===== src/rtl/shutdown_supervisor.sv =====
// Multi-channel shutdown supervisor: debounced sticky per-channel shut-off flags,
// cooldown-then-acknowledge release, gated keep_driving and a saturating trip counter.
module shutdown_supervisor #(
   parameter int N_CH     = 4,
   parameter int DEBOUNCE = 3,
   parameter int COOLDOWN = 4
) (
   input  logic            clk,
   input  logic            areset,
   input  logic [N_CH-1:0] cpu_overheated,
   input  logic            clear,
   input  logic            arrived,
   input  logic            gas_tank_empty,
   output logic [N_CH-1:0] shut_off_computer,
   output logic            any_shutoff,
   output logic            keep_driving,
   output logic [7:0]      trip_count
);

   localparam int CNT_MAX = (DEBOUNCE > COOLDOWN) ? DEBOUNCE : COOLDOWN;
   localparam int CNT_W   = $clog2(CNT_MAX + 1);
   localparam logic [CNT_W:0]   DEB_V   = (CNT_W + 1)'(DEBOUNCE);
   localparam logic [CNT_W:0]   COOL_V  = (CNT_W + 1)'(COOLDOWN);
   localparam logic [CNT_W-1:0] CNT_ONE = CNT_W'(1);

   typedef enum logic [2:0] {
      ST_OK    = 3'd0,
      ST_PEND  = 3'd1,
      ST_TRIP  = 3'd2,
      ST_COOL  = 3'd3,
      ST_READY = 3'd4
   } ch_state_t;

   ch_state_t        state_p0  [N_CH];
   ch_state_t        state_nxt [N_CH];
   logic [CNT_W-1:0] cnt_p0    [N_CH];
   logic [CNT_W-1:0] cnt_nxt   [N_CH];
   logic [N_CH-1:0]  new_trip;
   logic [N_CH-1:0]  shut_off_nxt;
   logic [N_CH-1:0]  shut_off_p0;
   logic [4:0]       n_new;
   logic [7:0]       trip_count_p0;

   function automatic logic [7:0] sat8(input logic [8:0] s);
      return s[8] ? 8'hFF : s[7:0];
   endfunction

   // Next-state: per-channel FSM and count of channels newly tripping this edge
   always_comb begin
      logic [CNT_W:0] cnt_inc;
      n_new        = '0;
      new_trip     = '0;
      shut_off_nxt = '0;
      cnt_inc      = '0;
      for (int i = 0; i < N_CH; i++) begin
         state_nxt[i] = state_p0[i];
         cnt_nxt[i]   = cnt_p0[i];
         cnt_inc      = {1'b0, cnt_p0[i]} + {{CNT_W{1'b0}}, 1'b1};
         case (state_p0[i])
            ST_OK: begin
               if (cpu_overheated[i]) begin
                  if (DEBOUNCE == 1) begin
                     state_nxt[i] = ST_TRIP;
                     new_trip[i]  = 1'b1;
                     cnt_nxt[i]   = '0;
                  end else begin
                     state_nxt[i] = ST_PEND;
                     cnt_nxt[i]   = CNT_ONE;
                  end
               end
            end
            ST_PEND: begin
               if (!cpu_overheated[i]) begin
                  state_nxt[i] = ST_OK;
                  cnt_nxt[i]   = '0;
               end else if (cnt_inc == DEB_V) begin
                  state_nxt[i] = ST_TRIP;
                  new_trip[i]  = 1'b1;
                  cnt_nxt[i]   = '0;
               end else begin
                  cnt_nxt[i] = cnt_inc[CNT_W-1:0];
               end
            end
            ST_TRIP: begin
               if (!cpu_overheated[i]) begin
                  if (COOLDOWN == 1) begin
                     state_nxt[i] = ST_READY;
                     cnt_nxt[i]   = '0;
                  end else begin
                     state_nxt[i] = ST_COOL;
                     cnt_nxt[i]   = CNT_ONE;
                  end
               end
            end
            ST_COOL: begin
               if (cpu_overheated[i]) begin
                  state_nxt[i] = ST_TRIP;
                  cnt_nxt[i]   = '0;
               end else if (cnt_inc == COOL_V) begin
                  state_nxt[i] = ST_READY;
                  cnt_nxt[i]   = '0;
               end else begin
                  cnt_nxt[i] = cnt_inc[CNT_W-1:0];
               end
            end
            ST_READY: begin
               // A fresh overheat wins over a simultaneous acknowledge
               if (cpu_overheated[i]) begin
                  state_nxt[i] = ST_TRIP;
                  cnt_nxt[i]   = '0;
               end else if (clear) begin
                  state_nxt[i] = ST_OK;
                  cnt_nxt[i]   = '0;
               end
            end
            default: begin
               state_nxt[i] = ST_OK;
               cnt_nxt[i]   = '0;
            end
         endcase
         shut_off_nxt[i] = (state_nxt[i] == ST_TRIP) || (state_nxt[i] == ST_COOL) ||
                           (state_nxt[i] == ST_READY);
         n_new = n_new + {4'b0000, new_trip[i]};
      end
   end

   // State register stage: channel state, counters, flags and trip counter
   always_ff @(posedge clk or posedge areset) begin
      if (areset) begin
         for (int i = 0; i < N_CH; i++) begin
            state_p0[i] <= ST_OK;
            cnt_p0[i]   <= '0;
         end
         shut_off_p0   <= '0;
         trip_count_p0 <= '0;
      end else begin
         for (int i = 0; i < N_CH; i++) begin
            state_p0[i] <= state_nxt[i];
            cnt_p0[i]   <= cnt_nxt[i];
         end
         shut_off_p0   <= shut_off_nxt;
         trip_count_p0 <= sat8({1'b0, trip_count_p0} + {4'b0000, n_new});
      end
   end

   // Output decode
   always_comb begin
      any_shutoff  = |shut_off_p0;
      keep_driving = ~arrived & ~gas_tank_empty & ~any_shutoff;
   end

   assign shut_off_computer = shut_off_p0;
   assign trip_count        = trip_count_p0;

endmodule


===== config.mk =====
export PLATFORM = sky130hd
export DESIGN_NAME = shutdown_supervisor
export DESIGN_NICKNAME = d
export VERILOG_FILES = /design/src/rtl/shutdown_supervisor.sv
export SDC_FILE = /design/constraint.sdc
export NUM_CORES = 1
export LEC_CHECK = 0
export BUFFER_PORTS_ARGS = -buffer_cell sky130_fd_sc_hd__buf_2
export CAP_MARGIN = 20
export CORE_MARGIN = 4
export CORE_UTILIZATION = 45
export CTS_BUF_LIST = sky130_fd_sc_hd__clkbuf_8
export DETAILED_ROUTE_END_ITERATION = 7
export GPL_TIMING_DRIVEN = 0
export PLACE_DENSITY_LB_ADDON = 0.3
export SKIP_CTS_REPAIR_TIMING = 1
export SLEW_MARGIN = 20
export SYNTH_ARGS = -nofsm -noshare
export SYNTH_HDL_FRONTEND = slang
export SYNTH_SLANG_ARGS = --single-unit

===== constraint.sdc =====
create_clock -name clk -period 3.3 [get_ports clk]
set_clock_uncertainty 0.15 [all_clocks]
set_input_delay 0.99 -clock clk [delete_from_list [all_inputs] [get_ports clk]]
set_output_delay 0.99 -clock clk [all_outputs]
set_load 0.05 [all_outputs]

==> results.md, run 1 <==
- IO Pins: 23
- Port Buffer Count: 21
- Routed vias/inst: 5.52
- RePlAce Congestion: 0.840
- P_leak: 0.00122 uW
- VDD IR-drop max: 0.276 mV
- Maxcap violations: 0
- Max Root-Sink Buffers: 2
- Yosys warnings: 0
- Max-slew violation count: 0
- Via count: 2,091
- Largest family of logic cells by synthesized area: compound AO/OA/AOI/OAI gates
- Mux share of post-synthesis cell area: less than 1%
- Number of diodes: 0
- GRT Residual Overflow: 0
- Core area: around 5000 um^2
- Tmin final: 3.18 ns
- First drt pass iteration count: 4
- FP Rows: 26
- Arr. time, crit path: 3.21 ns
- Pwr per Cell Area: 483 nW/um^2
- Starting DRT DRC Count: between 60 and 70
- Critical Path RT: 3.33 ns
- Crit Path Max Fanout: 6
- Final Routed Wirelength: just over 5 mm
- Clk sink count: 36
- Chip Height: between 80 and 90 um
- Util after Layout: roughly 55%
- Syn nets: 303
- XOR/XNOR share of the synthesized area: 0.725%
- H-tree Lvls: 2
- Post-Synthesis Cell Area: about 2400 um^2
- CTS tree: built
- Gr usage total: 16.6%
- Global-route wire length before repair: 8.60 mm
- Detail Route Antenna Nets: 0
- Register area: 902 um^2
- DP Area: 2640 um^2
- Gate Count Post-Synth: 278
- Adder-Cell Fraction of Synth Area: a little under a tenth
- CTS clk-pin slew, worst paths: 0.08 ns
- Final setup viols: 0
- Skew-Pair Late Insertion Delay: 0.29 ns
- Initial antenna violation count: 0
- Synth Flop Type: dfrtp_1
- DIE WIDTH: between 80 and 90 um
- CTS root buf: clkbuf_8
- Crit. End Element: flop
- HP Class: reg -> reg
- Layout area overhead: 16.1%
- Seq/Total Area, Yosys: 37.3%
- Final Instance Area: 2800 um^2
- Vias in the first global route: 1,906
- Multi-input gate area: between 1000 and 1500 um^2
- Syn avg cell area: 8.69 um^2
- Fmax: ~310 MHz
- FILL cells: 504
- CTS buffer count: 5
- Least-Margin Pin Slew: roughly 0.54 ns
- Compound-Gate Fraction of Synth Area: between 20% and 30%
- Largest net degree at the start of global routing: 34
- Status: complete, no violations
- Hold Vio Cnt, Final: 0
- Most frequent cells in the layout: dfrtp_1, a21oi_1, nor2_1
- Final period util: a little over nine tenths
- Pwr Total: 1360 uW
- Setup TNS: 0 ns
- Routed len/inst: 13.3 um
- EDFF count, synth: 0
- Layout Nets: 333
- Die footprint: about 6600 um^2
- Slew headroom: 64.0%
- Initial core utilization: 47.0%
- FF+latch count, synth: 36
- Startpoint types: primary input
- Fraction of layout cells with a size suffix above 1: 15.2%
- Most common cell after layout, fill and taps aside: dfrtp_1
- Synth Area in Simple Gates: 23.8%
- Ys async rst share: 100%
- # DRC: 0
- Distinct cells, synth: 53
- Post-detail-place hpwl: between 3 and 4 mm
- Crit Path Class: in -> reg
-- worst max-delay path, cell delays in order --
cell,delay (ns)
buf_2,0.13
nor2b_2,0.26
nand4_1,0.16
fa_1,0.49
fa_2,0.37
inv_2,0.07
fa_2,0.19
and3_4,0.21
nand3_1,0.10
nor3_1,0.18
a21oi_1,0.06
-- worst paths after layout --
| path | cells after the start | to | startpoint | slack [ns] |
|---|---|---|---|---|
| max | 11 | trip_count[6] | cpu_overheated[2] | 0.12 |
| min | 1 | cnt_p0[2] | cnt_p0[2] | 0.37 |
| max reg2reg | 12 | trip_count[6] | cnt_p0[9] | 0.14 |
| min reg2reg | 1 | cnt_p0[2] | cnt_p0[2] | 0.37 |
| max in group asynchronous | 3 | cnt_p0[9] | areset | 2.19 |
| min in group asynchronous | 2 | cnt_p0[0] | areset | 0.41 |
-- stage by stage --
stage	std cells	hold WS (ns)	setup slack, ns
after floorplan	278	0.324	0.00968
after global placement	369	0.355	-0.418
after detailed placement	370	0.356	-0.445
after CTS	378	0.379	-0.170
after global routing	379	0.402	-0.0195
final	379	0.373	0.117
-- synth_stat cells, types with 2 or more instances --
master | instances | area (um^2)
a211o_1 | 2 | 17.5
fa_1 | 3 | 60.1
o32ai_1 | 2 | 17.5
nand2_1 | 19 | 71.3
o22ai_1 | 2 | 12.5
a31oi_1 | 2 | 12.5
nand3_1 | 3 | 15.0
ha_1 | 13 | 163
dfrtp_1 | 36 | 901
and3_1 | 3 | 18.8
xnor2_1 | 2 | 17.5
a21o_1 | 3 | 22.5
nand3b_1 | 2 | 15.0
a21boi_0 | 2 | 15.0
nand4_1 | 8 | 50.1
nor3_1 | 5 | 25.0
o2bb2ai_1 | 3 | 26.3
a211oi_1 | 7 | 52.6
o21ai_0 | 19 | 95.1
or4_1 | 2 | 15.0
nand2b_1 | 13 | 81.3
a21oi_1 | 25 | 125
or2_2 | 2 | 12.5
and2_1 | 3 | 18.8
nor2b_1 | 19 | 119
o211ai_1 | 3 | 22.5
a22oi_1 | 3 | 22.5
clkbuf_1 | 9 | 33.8
nor2_1 | 23 | 86.3
inv_1 | 15 | 56.3
o211a_1 | 2 | 20.0
o41ai_1 | 2 | 17.5
-- layout make-up --
type / count / area share, %
multi-input combinational: 218 / 52.7
sequential: 36 / 32.2
timing repair buffer: 23 / 4.82
tap: 70 / 3.12
clock buffer: 5 / 2.45
inverter: 15 / 2.01
clock inverter: 3 / 1.52
buffer: 9 / 1.20
-- layer usage --
metal / vias to the layer above / GRT usage [%] / part of all wire (%)
met3: 8 / 3.55 / 3.2
met2: 30 / 27.2 / 46
li1: 1067 / - / -
met4: 0 / 4.05 / 1.6
met5: - / 0 / 0
met1: 986 / 22.4 / 50
-- power by group --
group	leakage (uW)	switching, uW	internal (uW)
combinational	0.000735	227	156
clock	0.0000541	169	224
sequential	0.000429	81.3	498
total	0.00122	478	877
-- registers in the layout, indices dropped and copies added (netlist names) --
| signal | flops |
|---|---|
| trip_count | 8 |
| cnt_p0 | 12 |
| state_p0 | 12 |
| shut_off_computer | 4 |
-- cell families after synthesis --
kind of cell | after synthesis
flip-flops | 36
adder cells (fa/ha/maj) | 16
AO/OA/AOI/OAI | 91
AND/OR/NAND/NOR | 108
multiplexers | 1
XOR/XNOR | 2
buffers and inverters | 24
(Power assumes the default switching activity.)
==> inputs of run 2 (changes only) <==
- ABC_AREA: unset -> 1
- CORE_MARGIN: 4 -> 3
==> results.md, run 2 <==
- Status: complete, no violations
- Port Buffer Count: 21 (unchanged)
- Critical Path RT: 3.32 ns (about the same)
- Fmax: 314 MHz (-0.12%)
- Most frequent cell after synthesis: nand2_1
- Dpl ws: -0.452 ns (-0.00728 ns)
- Chip Height: 80.0 um (-1.6%)
- CTS root buf: clkbuf_8
- Arr. time, crit path: 3.21 ns (about the same)
- Syn avg cell area: 7.04 um^2 (-19%)
- Share of the synthesized area in the top cell type: 36.6% (-0.74 points)
- Die footprint: 6400 um^2 (-3.1%)
- Initial core utilization: 47.3% (+0.35 points)
- Post-detail-place hpwl: 3.76 mm (+2.4%)
- HP Class: reg -> reg
- Vias in the first global route: 1,975 (+3.6%)
- H-tree Lvls: 2 (unchanged)
- VDD IR-drop max: 0.422 mV (+53%)
- Crit. End Element: flop
- Cell taking the most area after synthesis: dfrtp_1
- Pwr per Cell Area: 759 nW/um^2 (+57%)
- Synth Flop Type: dfrtp_1
- Skew-Pair Late Insertion Delay: 0.29 ns (about the same)
- Commonest cells in the netlist: nand2_1, inv_1, nand3_1
- Tmin final: 3.19 ns (+0.00369 ns)
- Seq/Total Area, Yosys: 36.6% (-0.74 points)
- Fraction of layout cells with a size suffix above 1: 19.8% (+4.6 points)
- Crit Path Class: in -> reg
- CP peak stage delay: 0.52 ns (+0.03 ns)
- Layout Nets: 408 (+23%)
- Hold WS: 0.406 ns (+0.0326 ns)
- DIE WIDTH: 80.0 um (-1.6%)
- Cell mode on critical path: inv_2
- Yosys warnings: 0 (unchanged)
- Hold Vio Cnt, Final: 0 (unchanged)
- CP Cell Sequence: buf_8 -> nand2_4 -> nor3_4 -> inv_2 -> nor2_4 -> inv_2 -> fa_1 -> fa_2 -> inv_2 -> fa_2 -> nand2_2 -> nor2_1 -> inv_1 -> buf_4 -> nand2_2 -> nand3_2
- Top delay family on crit path: adder cells
- Initial antenna violation count: 0 (unchanged)
- Maxcap violations: 0 (unchanged)
- Via count: 2,188 (+4.6%)
- Crit Path Max Fanout: 5 (-1)
- Reg2Reg Setup Slack: 0.20 ns (+0.06 ns)
- Least-Margin Pin Slew: 0.307 ns (-0.233 ns)
- Routed len/inst: 10.9 um (-18%)
- Max-slew violation count: 0 (unchanged)
- Crit path buf inv count: 6 (+4)
- Most common cell after layout, fill and taps aside: nand2_1
- CTS tree: built
- Final period util: 96.6% (+0.11 points)
- First drt pass iteration count: 4 (unchanged)
- Distinct cells, synth: 30 (-43%)
- Detail Route Antenna Nets: 0 (unchanged)
- Routed vias/inst: 4.82 (-13%)
- CTS buffer count: 5 (unchanged)
- Largest net degree at the start of global routing: 34 (unchanged)
- CTS clk-pin slew, worst paths: 0.08 ns (about the same)
- Placed insts: 442 (+19%)
- Clk sink count: 36 (unchanged)
- Worst setup margin: 0.114 ns (-0.00369 ns)
- Global-route wire length before repair: 8.51 mm (-1.1%)
- Syn nets: 375 (+24%)
- Ys async rst share: 100% (unchanged)
- P_leak: 0.00160 uW (+32%)
- IO Pins: 23 (unchanged)
- FF+latch count, synth: 36 (unchanged)
- Max Root-Sink Buffers: 2 (unchanged)
- EDFF count, synth: 0 (unchanged)
- GRT Residual Overflow: 0 (unchanged)
- Hold Path Cell Cnt: 2 (+1)
- Starting DRT DRC Count: 86 (+26%)
- Cell depth of the worst setup path: 16 (+5)
- Slew headroom: 79.5% (+15 points)
- Number of diodes: 0 (unchanged)
- Post-Synthesis Cell Area: 2460 um^2 (+2.0%)
- FP Rows: 26 (unchanged)
- Final Routed Wirelength: 4.94 mm (-2.1%)
- Pwr Total: 2210 uW (+63%)
- RePlAce Congestion: 0.875 (+4.1%)
- Final setup viols: 0 (unchanged)
- Startpoint types: primary input
- Gate Count Post-Synth: 350 (+26%)
- Most frequent cells in the layout: nand2_1, inv_1, nand3_1, dfrtp_1, nor2_1
- Crit path max-delay cell type: fa_1
- Worst R2R Path Depth: 17 (+5)
- Core area: 5200 um^2 (+1.3%)
- Area contributors post-synth: dfrtp_1, nand2_1, inv_1
- Layout area overhead: 17.9%
- Gr usage total: 16.6% (about the same)
- # DRC: 0 (unchanged)
- Non-Filler Instances: 454 (+20%)
==> run 2: worst register-to-register path: cells and delay by family, from the launching register on <==
family        cells  cell delay [ns]
fa+ha+maj         4             1.36
simple gates      8             0.65
flops             1             0.43
buf+inv           5             0.38
==> run 2: worst paths after layout <==
check,startpoint,end
worst min register to register,cnt_p0[2],cnt_p0[2]
max in group asynchronous,areset,cnt_p0[4]
worst min-delay path,cnt_p0[2],cnt_p0[2]
min in group asynchronous,areset,trip_count[5]
worst max-delay path,cpu_overheated[2],trip_count[4]
worst max register to register,cnt_p0[3],trip_count[4]
==> run 2: final cells by class <==
cell class | count | area, um^2
Clock inverter | 1 | 30.0
Tap cell | 70 | 87.6
Timing Repair Buffer | 26 | 165
Sequential cell | 36 | 902
Multi-Input combinational cell | 249 | 1370
Buffer | 2 | 18.8
Clock buffer | 7 | 96.3
Fill cell | 485 | 2300
Inverter | 63 | 236
==> run 2: cells by family (layout without fill, tap and decap cells) <==
kind of cell	count (synthesis)	count (layout)	share of synthesized area, %
AND/OR/NAND/NOR	209	209	38.4
AO/OA/AOI/OAI	24	24	5.64
flip-flops	36	36	36.6
adder cells (fa/ha/maj)	16	16	9.04
buffers and inverters	65	99	10.4
==> run 2: per-stage QoR <==
step | cell area, um^2 | util, % | TNS, ns
floorplan | 2470 | - | 0
global placement | 2660 | 51.2 | -2.65
detailed placement | 2680 | 51.6 | -3.15
CTS | 2810 | 54.0 | -0.798
global route | 2910 | 55.8 | -0.0937
finish | 2910 | 55.8 | 0
==> run 2: report_power, final <==
part / internal [uW] / total, uW / switching, uW
logic: 332 / 1040 / 710
clock network: 267 / 431 / 164
registers: 577 / 734 / 157
total: 1180 / 2210 / 1030
==> run 2: metal layers <==
metal,wire (um),vias up,global-route usage (%)
met5,0,-,0
met4,63,0,5.07
met3,240,7,3.05
li1,-,1173,-
met2,2330,41,28.1
met1,2300,967,21.5
